<file path="config.mk">
export PLATFORM = sky130hd
export DESIGN_NAME = add_subt_arbiter
export DESIGN_NICKNAME = d
export VERILOG_FILES = /design/src/rtl/add_subt_arbiter.sv
export SDC_FILE = /design/constraint.sdc
export NUM_CORES = 1
export LEC_CHECK = 0
export BUFFER_PORTS_ARGS = -buffer_cell sky130_fd_sc_hd__buf_4
export CORE_AREA = 2 2 131 133
export CTS_CLUSTER_DIAMETER = 30
export DETAILED_ROUTE_END_ITERATION = 7
export DIE_AREA = 0 0 133 135
export GPL_ROUTABILITY_DRIVEN = 0
export PLACE_DENSITY = 0.66
export SKIP_LAST_GASP = 1
export SYNTH_ARGS = -nofsm -noshare
export SYNTH_HDL_FRONTEND = slang
export SYNTH_SLANG_ARGS = --single-unit
</file>
<file path="constraint.sdc">
create_clock -name clk -period 1.4 [get_ports clk]
set_input_delay 0.07 -clock clk [delete_from_list [all_inputs] [get_ports clk]]
set_output_delay 0.07 -clock clk [all_outputs]
set_load 0.02 [all_outputs]
</file>
<file path="src/rtl/add_subt_arbiter.sv">
// add_subt_arbiter: round-robin sharing of one add/subtract unit among three requesters
module add_subt_arbiter #(
  parameter int W = 32
) (
  input  logic           clk,
  input  logic           reset,
  input  logic [2:0]     req_beg,
  input  logic [2:0]     req_op,
  input  logic [3*W-1:0] req_a,
  input  logic [3*W-1:0] req_b,
  input  logic [2:0]     req_ack,
  output logic [2:0]     req_ready,
  output logic [W-1:0]   result,
  output logic [1:0]     grant,
  output logic           busy,
  output logic           beg_add_subt,
  output logic           op_add_subt,
  output logic [W-1:0]   data_a,
  output logic [W-1:0]   data_b,
  input  logic           ready_add_subt,
  input  logic [W-1:0]   result_add_subt,
  output logic           ack_add_subt
);
  typedef enum logic [2:0] {IDLE, LOAD, START, WAIT, CAPTURE, DELIVER} state_t;
  state_t         state_q;
  logic [1:0]     rr_q, grant_q, g_d, p1, p2;
  logic           busy_q, beg_q, ack_q, op_q, sel_op;
  logic [W-1:0]   a_q, b_q, res_q, sel_a, sel_b;
  logic [2:0]     rdy_q;
  always_comb begin
    p1 = (rr_q == 2'd2) ? 2'd0 : rr_q + 2'd1;
    p2 = (rr_q == 2'd0) ? 2'd2 : rr_q - 2'd1;
    g_d = req_beg[rr_q] ? rr_q : req_beg[p1] ? p1 : p2;
    sel_a = (grant_q == 2'd0) ? req_a[0+:W] : (grant_q == 2'd1) ? req_a[W+:W] : req_a[2*W+:W];
    sel_b = (grant_q == 2'd0) ? req_b[0+:W] : (grant_q == 2'd1) ? req_b[W+:W] : req_b[2*W+:W];
    sel_op = (grant_q == 2'd0) ? req_op[0] : (grant_q == 2'd1) ? req_op[1] : req_op[2];
  end
  always_ff @(posedge clk) begin
    if (reset) begin
      state_q <= IDLE;
      rr_q    <= 2'd0;
      grant_q <= 2'b11;
      busy_q  <= 1'b0;
      beg_q   <= 1'b0;
      ack_q   <= 1'b0;
      op_q    <= 1'b0;
      a_q     <= '0;
      b_q     <= '0;
      res_q   <= '0;
      rdy_q   <= 3'b000;
    end else begin
      case (state_q)
        IDLE: if (|req_beg) begin
          grant_q <= g_d;
          busy_q  <= 1'b1;
          state_q <= LOAD;
        end
        LOAD: begin
          a_q     <= sel_a;
          b_q     <= sel_b;
          op_q    <= sel_op;
          beg_q   <= 1'b1;
          state_q <= START;
        end
        START: begin
          beg_q   <= 1'b0;
          state_q <= WAIT;
        end
        // result is taken on the edge ready is seen so it is valid alongside the ack pulse
        WAIT: if (ready_add_subt) begin
          res_q   <= result_add_subt;
          ack_q   <= 1'b1;
          state_q <= CAPTURE;
        end
        CAPTURE: begin
          ack_q   <= 1'b0;
          rdy_q   <= 3'b001 << grant_q;
          state_q <= DELIVER;
        end
        DELIVER: if (|(req_ack & rdy_q)) begin
          rdy_q   <= 3'b000;
          grant_q <= 2'b11;
          rr_q    <= (grant_q == 2'd2) ? 2'd0 : grant_q + 2'd1;
          busy_q  <= 1'b0;
          state_q <= IDLE;
        end
        default: state_q <= IDLE;
      endcase
    end
  end
  assign req_ready    = rdy_q;
  assign result       = res_q;
  assign grant        = grant_q;
  assign busy         = busy_q;
  assign beg_add_subt = beg_q;
  assign op_add_subt  = op_q;
  assign data_a       = a_q;
  assign data_b       = b_q;
  assign ack_add_subt = ack_q;
endmodule

</file>
==> results of run 1 <==
state kept, by name, indices dropped and copies added (netlist names):
name	flops
state_q	3
beg_add_subt	1
req_ready	3
data_b	32
rr_q	2
ack_add_subt	1
result	32
data_a	32
busy	1
grant	2
op_add_subt	1
cell usage in the layout, fill, tap and decap left out, drive strengths merged, types with 2 or more instances in the layout:
| master | count |
|---|---|
| buf | 370 |
| nand2 | 264 |
| dfxtp | 110 |
| a21oi | 107 |
| o21ai | 74 |
| mux2i | 68 |
| dlygate4sd3 | 30 |
| inv | 10 |
| clkbuf | 9 |
| nor2 | 9 |
| nor4 | 4 |
| nor2b | 3 |
| ha | 3 |
| nand2b | 2 |
| a31oi | 2 |
| nor3 | 2 |
| a2bb2oi | 2 |
| clkinv | 2 |
worst register-to-register path, cell delays in order, from the launching register on:
cell and delay, ns:
dfxtp_4 0.47, buf_12 0.23, mux2i_1 0.31, o21ai_0 0.12
nand2_1 0.07, a21oi_1 0.05
cells in the mapped netlist, types with 2 or more instances:
master       n
nand2b_1     2
nor3_1       2
mux2i_1     68
ha_1         3
a21oi_1    107
a2bb2oi_1    2
inv_1        7
nor2b_1      3
dfxtp_1    110
a31oi_1      2
clkbuf_1    39
o21ai_0     74
nor2_1       9
buf_2       14
nor4_1       4
nand2_1    264
buf_1        5
final cells by class:
class / instances / area (µm²) / area share
repair buffers: 400 / 3220 / 0.360
multi-input cells: 554 / 2910 / 0.325
clock inverters: 7 / 80.1 / 0.00894
clock buffers: 9 / 225 / 0.0252
flip-flops and latches: 110 / 2220 / 0.248
well taps: 220 / 275 / 0.0307
inverters: 7 / 26.3 / 0.00294
cells by family after synthesis:
group	count (synthesis)	synth area share
flip-flops	110	0.413
AO/OA/AOI/OAI	194	0.190
buffers and inverters	66	0.0500
adder cells (fa/ha/maj)	3	0.00705
AND/OR/NAND/NOR	289	0.212
multiplexers	68	0.128
through the flow:
step | power, mW | instance area (µm²) | util | cells | TNS [ns]
finish | 9.08 | 8950 | 0.546 | 1307 | 0
global route | 9.60 | 8950 | 0.546 | 1307 | -0.210
CTS | 9.16 | 8880 | 0.542 | 1305 | 0
detailed placement | 6.45 | 8270 | 0.504 | 1258 | 0
global placement | 6.43 | 8270 | 0.504 | 1258 | 0
floorplan | 5.10 | 5360 | - | 730 | -0.485
power groups by stage:
stage	Clock, mW	Combinational (mW)	Sequential [mW]
floorplan	0	1.24	3.86
global placement	0	2.83	3.61
detailed placement	0	2.83	3.62
CTS	2.71	2.91	3.55
global route	2.84	3.18	3.58
finish	2.63	2.90	3.55
what timing repair did:
| item | in CTS | in global routing |
|---|---|---|
| resized for setup | 0 | 14 |
| endpoints found under the hold margin | 30 | 0 |
| setup buffers | 1 | 2 |
| pin swaps | 0 | 7 |
| endpoints found under the setup margin | 1 | 71 |
| hold buffers | 30 | 0 |
routing by layer:
| layer | global-route usage | vias to the layer above | share of wire |
|---|---|---|---|
| li1 | - | 3143 | - |
| met1 | 0.226 | 2750 | 0.39 |
| met4 | 0.0562 | 0 | 0.013 |
| met3 | 0.0668 | 19 | 0.094 |
| met2 | 0.369 | 245 | 0.51 |
| met5 | 0 | - | 0 |
path summary, 6_finish.rpt:
kind	startpoint	to	depth (start not counted)
worst max-delay path	grant[0]	data_b[1]	5
worst min-delay path	result_add_subt[20]	result[20]	3
worst min register to register	data_b[30]	data_b[30]	2
worst max register to register	grant[0]	data_b[1]	5
==> results.ini, run 1 <==
[status]
status=complete, no violations

[power]
combPwrFrac=0.320
peakVddDrop_uv=680
clockPowerShare=0.289
switching_share=0.315
power.switching_mw=2.86
seq_power_share=0.391
p_int_mw=6.22
power_density_nw_per_um2=1010
leakagePower_nw=4.34

[hold_path]
hold_path.class=in -> reg

[timing]
min_period_over_period=0.982
rsz0062_at_grt=true
finalSetupViolCount=0
final-hold-violation-count=0
max_slew_margin=0.758
worstMarginPinSlew_ns=0.354
slew_violations=0
finalWorstSetupSlack_ns=0.0256
holdWs_ns=0.0180
finClkSkew_ns=0.00750
clock.fmax_mhz=728
fin_crit_ns=1.37

[drt]
drc=0
ant_nets=0
firstDrtPassIters=4
viasPerCell=4.71
vias=6157
drt-initial-drc-count=276
totalWireLength_mm=19.2
wl_per_cell_um=14.7

[yosys]
yosysUniqueCellTypes=32
ys.flop_type=dfxtp_1
synth_edf_count=0
netlist_area_um2=5330
yosysTopAreaCellShare=0.413
synthArstFlopShare=0
synthTopCellsByArea=dfxtp_1 41%, nand2_1 19%, mux2i_1 13%, a21oi_1 10%, o21ai_0 7.0%
yosysWarnings=0
syn_inst=730
ys_ff_latch=110
synth_largest_area_cell=dfxtp_1
seq_area_frac_synth=0.413
syn-num-nets=969
avgSynthCellArea_um2=7.30

[die]
start_util=0.325
die_x_um=133
fp.dieH_um=135
design.core.area_um2=16400
ioPinCount=341
dieArea_um2=18000
row_count=47

[critical_path]
cp-end-kind=flip-flop
path_delay_family=flip-flops
worstSetupPathType=reg -> reg
slowest_stage=dfxtp_4
critical_path_buf_inv_count=1
cp.arrival_ns=1.59
crit_fanout=23
critPathMaxStageDelay_ns=0.47
path_cells=buf_12, mux2i_1, o21ai_0, nand2_1, a21oi_1
crit_path_start_kind=flip-flop
rrSetupSlack_ns=0.03
cp_data_required_time_ns=1.62

[clocking]
cts_max_level=3
clk_latency_ns=0.34
numCtsBuffers=9
cts.sinks=110
cts_tree=built
clk_pin_slew_ns=0.07
clockBufferDepth=2
cts_root_buf=clkbuf_16

[grt]
track_usage=0.203
grt_overflow=0
antenna_found_initial=0
grt_pass1_wl_mm=29.4
grt_max_degree=57
grt_pass1_vias=5862

[cells_and_area]
syn2layout_area_growth_pct=68.1
n_fill_cell=1537
antenna_cells=0
nets=1321
layout-drive-gt1-share=0.372

[placement]
dpl.hpwl_mm=14.4
dp_slack_ns=0.00159
portBuffers=340

[job]
maxCapViolCount=0

Power figures use the tool's default switching activity.
==> run 2: changes to the inputs <==
--- a/config.mk
+++ b/config.mk
@@ -12,6 +12,7 @@
 export DIE_AREA = 0 0 133 135
 export GPL_ROUTABILITY_DRIVEN = 0
 export PLACE_DENSITY = 0.66
+export SETUP_SLACK_MARGIN = 0.1
 export SKIP_LAST_GASP = 1
 export SYNTH_ARGS = -nofsm -noshare
 export SYNTH_HDL_FRONTEND = slang
==> results.ini, run 2 (synthesis gave the netlist of run 1 again) <==
[timing]
slew_violations=0
finalSetupViolCount=0
clock.fmax_mhz=753
min_period_over_period=0.948
fin_crit_ns=1.33
rsz0062_at_grt=true
finClkSkew_ns=0.00971
worstMarginPinSlew_ns=0.385
final-hold-violation-count=0
max_slew_margin=0.737

[drt]
top_layer=met4
drt-initial-drc-count=260
wl_per_cell_um=15.2
vias=6268
drc=0
detail_route.wirelength.met1_mm=8.05
totalWireLength_mm=20.2
ant_nets=0
viasPerCell=4.72
wl_met3_mm=1.55
wl_met2_mm=10.1
firstDrtPassIters=4

[cells_and_area]
antenna_cells=0
final_util=0.569
syn2layout_area_growth_pct=75.1
final_common_cell=buf_4
layout-drive-gt1-share=0.387
most-common-layout-cells=363 x buf_4, 263 x nand2_1, 106 x a21oi_1
final_cells=1327
nets=1341

[die]
start_util=0.325
row_count=47
design.core.area_um2=16400
die_x_um=133
dieArea_um2=18000
fp.dieH_um=135
ioPinCount=341

[critical_path]
crit_fanout=3
path_cells=inv_4, ha_4, a2bb2oi_2, nor2_2, o31ai_2, a41oi_1
worstSetupPathType=reg -> reg
critical_path_buf_inv_count=1
critPathMaxStageDelay_ns=0.35
r2r_cells=6
cp_data_required_time_ns=1.63
cp-end-kind=flip-flop
path_delay_family=compound AO/OA/AOI/OAI gates
crit_path_start_kind=flip-flop
path_depth=6
cp.arrival_ns=1.55
slowest_stage=dfxtp_2

[clocking]
clockBufferDepth=2
cts_root_buf=clkbuf_16
cts_tree=built
clk_pin_slew_ns=0.07
cts_max_level=3
cts.sinks=110
numCtsBuffers=9
clk_latency_ns=0.35

[placement]
dpl.hpwl_mm=14.2
portBuffers=340
place_inst=1267

[grt]
antenna_found_initial=0
grt_overflow=0
grt_max_degree=56
grt_pass1_vias=5842
grt_pass1_wl_mm=29.4
track_usage=0.205

[power]
power_density_nw_per_um2=1030
peakVddDrop_uv=614
leakagePower_nw=4.51

[hold_path]
whs_path_depth=2
hold_path.class=in -> reg

[status]
status=complete, no violations

[job]
maxCapViolCount=0

run 2: layout make-up:
cell class	count	area, µm²
Fill cell	1536	7080
Multi-Input combinational cell	554	2930
Clock buffer	12	267
Sequential cell	110	2220
Tap cell	220	275
Timing Repair Buffer	420	3530
Clock inverter	4	76.3
Inverter	7	28.8
run 2: what timing repair did:
item,4_1_cts,5_1_grt
endpoints found under the setup margin,68,97
hold endpoints to repair,32,0
pin swaps,5,9
hold buffers,32,0
setup buffers,1,5
gates resized for setup,10,45
gates cloned,0,6
run 2: where the power goes:
group / total (mW) / leakage, nW / internal [mW] / switching, mW
combinational: 3.21 / 3.44 / 1.62 / 1.59
clock: 2.92 / 0.165 / 1.72 / 1.19
sequential: 3.53 / 0.900 / 3.38 / 0.146
run 2: path summary, 6_finish.rpt:
path | start | to | slack [ns]
worst min-delay path | reset | req_ready[1] | 0.08
worst max-delay path | rr_q[1] | grant[1] | 0.07
worst max register to register | rr_q[1] | grant[1] | 0.07
worst min register to register | data_b[24] | data_b[24] | 0.45
run 2: metrics by stage:
stage | hold WS, ns | power, mW | setup slack, ns | instance area, µm² | TNS, ns
3_3_place_gp | 0.316 | 6.47 | 0.0101 | 8350 | 0
4_1_cts | 0.0642 | 9.51 | 0.0884 | 9050 | 0
3_5_place_dp | 0.328 | 6.49 | 0.0105 | 8350 | 0
5_1_grt | 0.0813 | 10.2 | -0.0306 | 9330 | -0.0572
6_report | 0.0762 | 9.65 | 0.0723 | 9330 | 0
2_1_floorplan | 0.162 | 5.10 | -0.198 | 5360 | -0.488
run 2: routing by layer:
layer | vias up | GRT usage
li1 | 3194 | -
met4 | 0 | 0.0818
met3 | 33 | 0.0556
met1 | 2798 | 0.233
met5 | - | 0
met2 | 243 | 0.364
==> run 3: changes to the inputs <==
--- a/config.mk
+++ b/config.mk
@@ -6,12 +6,14 @@
 export NUM_CORES = 1
 export LEC_CHECK = 0
 export BUFFER_PORTS_ARGS = -buffer_cell sky130_fd_sc_hd__buf_4
-export CORE_AREA = 2 2 131 133
+export CELL_PAD_IN_SITES_DETAIL_PLACEMENT = 1
+export CELL_PAD_IN_SITES_GLOBAL_PLACEMENT = 1
+export CORE_MARGIN = 2
+export CORE_UTILIZATION = 26
 export CTS_CLUSTER_DIAMETER = 30
 export DETAILED_ROUTE_END_ITERATION = 7
-export DIE_AREA = 0 0 133 135
 export GPL_ROUTABILITY_DRIVEN = 0
-export PLACE_DENSITY = 0.66
+export PLACE_DENSITY_LB_ADDON = 0.1
 export SETUP_SLACK_MARGIN = 0.1
 export SKIP_LAST_GASP = 1
 export SYNTH_ARGS = -nofsm -noshare
==> results.ini, run 3 (synthesis gave the netlist of run 1 again) <==
[status]
status=finished with violations
violations=setup timing

[clocking]
cts_max_level=3
cts.sinks=110
numCtsBuffers=9
cts_root_buf=clkbuf_16
clockBufferDepth=2
clk_latency_ns=0.35
clk_pin_slew_ns=0.08
cts_tree=built

[drt]
ant_nets=0
viasPerCell=4.58
drc=0
vias=6295
drt-initial-drc-count=183
totalWireLength_mm=21.5
wl_per_cell_um=15.6
firstDrtPassIters=4

[cells_and_area]
layout-drive-gt1-share=0.378
final_util=0.463
multi_input_area_um2=2920
nets=1338
syn2layout_area_growth_pct=75.1
regArea_um2=2210
final_area_um2=9330
n_fill_cell=2489
antenna_cells=0
most-common-layout-cells=362 x buf_4, 263 x nand2_1, 106 x a21oi_1
final_common_cell=buf_4

[timing]
finClkSkew_ns=0.00790
slew_violations=0
rsz0062_at_grt=true
finalSetupViolCount=3
finalWorstSetupSlack_ns=-0.0610
fin_crit_ns=1.46
max_slew_margin=0.730
final-hold-violation-count=0
worstMarginPinSlew_ns=0.402
min_period_over_period=1.04
clock.fmax_mhz=684

[power]
clockPowerShare=0.284
p_int_mw=6.44
power.switching_mw=3.03
combPwrFrac=0.342
power_density_nw_per_um2=1010
leakagePower_nw=4.49
p_total_mw=9.47
seq_power_share=0.373
switching_share=0.320
peakVddDrop_uv=629

[job]
maxCapViolCount=0

[grt]
grt_max_degree=57
grt_pass1_vias=6536
antenna_found_initial=0
grt_pass1_wl_mm=33.5
grt_overflow=0
track_usage=0.191

[die]
die_x_um=147
dieArea_um2=21600
ioPinCount=341
row_count=52
design.core.area_um2=20200
fp.dieH_um=147
start_util=0.264

[critical_path]
crit_path_start_kind=flip-flop
cp-end-kind=flip-flop
crit_fanout=5
cp_data_required_time_ns=1.66
worstSetupPathType=reg -> reg
cp.arrival_ns=1.72
rrSetupSlack_ns=-0.06

[placement]
place_area_um2=8430
dpl.hpwl_mm=15.4
dp_slack_ns=-0.0614
portBuffers=340

[hold_path]
hold_path.class=in -> reg

[run 3: cell count changes in the layout (fill, tap and decap cells not counted), moves of 3 or more]
| cell | change |
|---|---|
| buf_12 | +8 |
| o21ai_1 | -14 |
| dfxtp_2 | -3 |
| o21ai_0 | +14 |
| dfxtp_1 | +3 |
| buf_6 | -6 |
| clkbuf_8 | -3 |
| clkbuf_16 | -5 |
[run 3: area by class of cell]
class,instances,share of cell area
Clock inverter,7,0.00872
Multi-Input combinational cell,554,0.313
Tap cell,270,0.0362
Sequential cell,110,0.237
Clock buffer,9,0.0241
Inverter,7,0.00282
Timing Repair Buffer,417,0.378
[run 3: path summary, 6_finish.rpt]
check                    end    startpoint  cells after the start
setup / recovery  state_q[0]  req_ready[0]                      5
hold / removal    data_b[19]     req_b[83]                      5
setup reg to reg  state_q[0]  req_ready[0]                      5
hold reg to reg    data_a[2]     data_a[2]                      2
[run 3: metal layers]
metal / track usage / part of all wire
met5: 0 / 0
met4: 0.0462 / 0.013
met3: 0.0466 / 0.065
met2: 0.360 / 0.52
met1: 0.216 / 0.40
[run 3: worst max-delay path, stage by stage (launching register included)]
cell and delay, ns:
dfxtp_2 0.32, a222oi_1 0.41, buf_4 0.22, a21oi_4 0.05, a2bb2oi_2 0.13, a311oi_2 0.24
[run 3: what timing repair did]
item | 4_1_cts | 5_1_grt
pin swaps | 8 | 5
endpoints found under the hold margin | 32 | 0
hold buffers | 32 | 0
gates resized for setup | 17 | 5
gates cloned | 3 | 0
setup endpoints to repair | 102 | 107
buffers inserted | 11 | 1
[run 3: power by group through the flow]
stage / registers, mW / logic, mW / clock network (mW)
3_5_place_dp: 3.60 / 3.01 / 0
5_1_grt: 3.57 / 3.55 / 2.92
6_report: 3.53 / 3.24 / 2.69
2_1_floorplan: 3.86 / 1.24 / 0
3_3_place_gp: 3.59 / 2.99 / 0
4_1_cts: 3.54 / 3.28 / 2.79
[run 3: metrics by stage]
stage | std cells | TNS [ns] | hold WS (ns)
4_1_cts | 1373 | -0.0643 | 0.0747
6_report | 1374 | -0.104 | 0.0888
5_1_grt | 1374 | -6.35 | 0.101
3_5_place_dp | 1311 | -0.0780 | 0.327
2_1_floorplan | 730 | -0.488 | 0.162
3_3_place_gp | 1311 | -0.00767 | 0.316
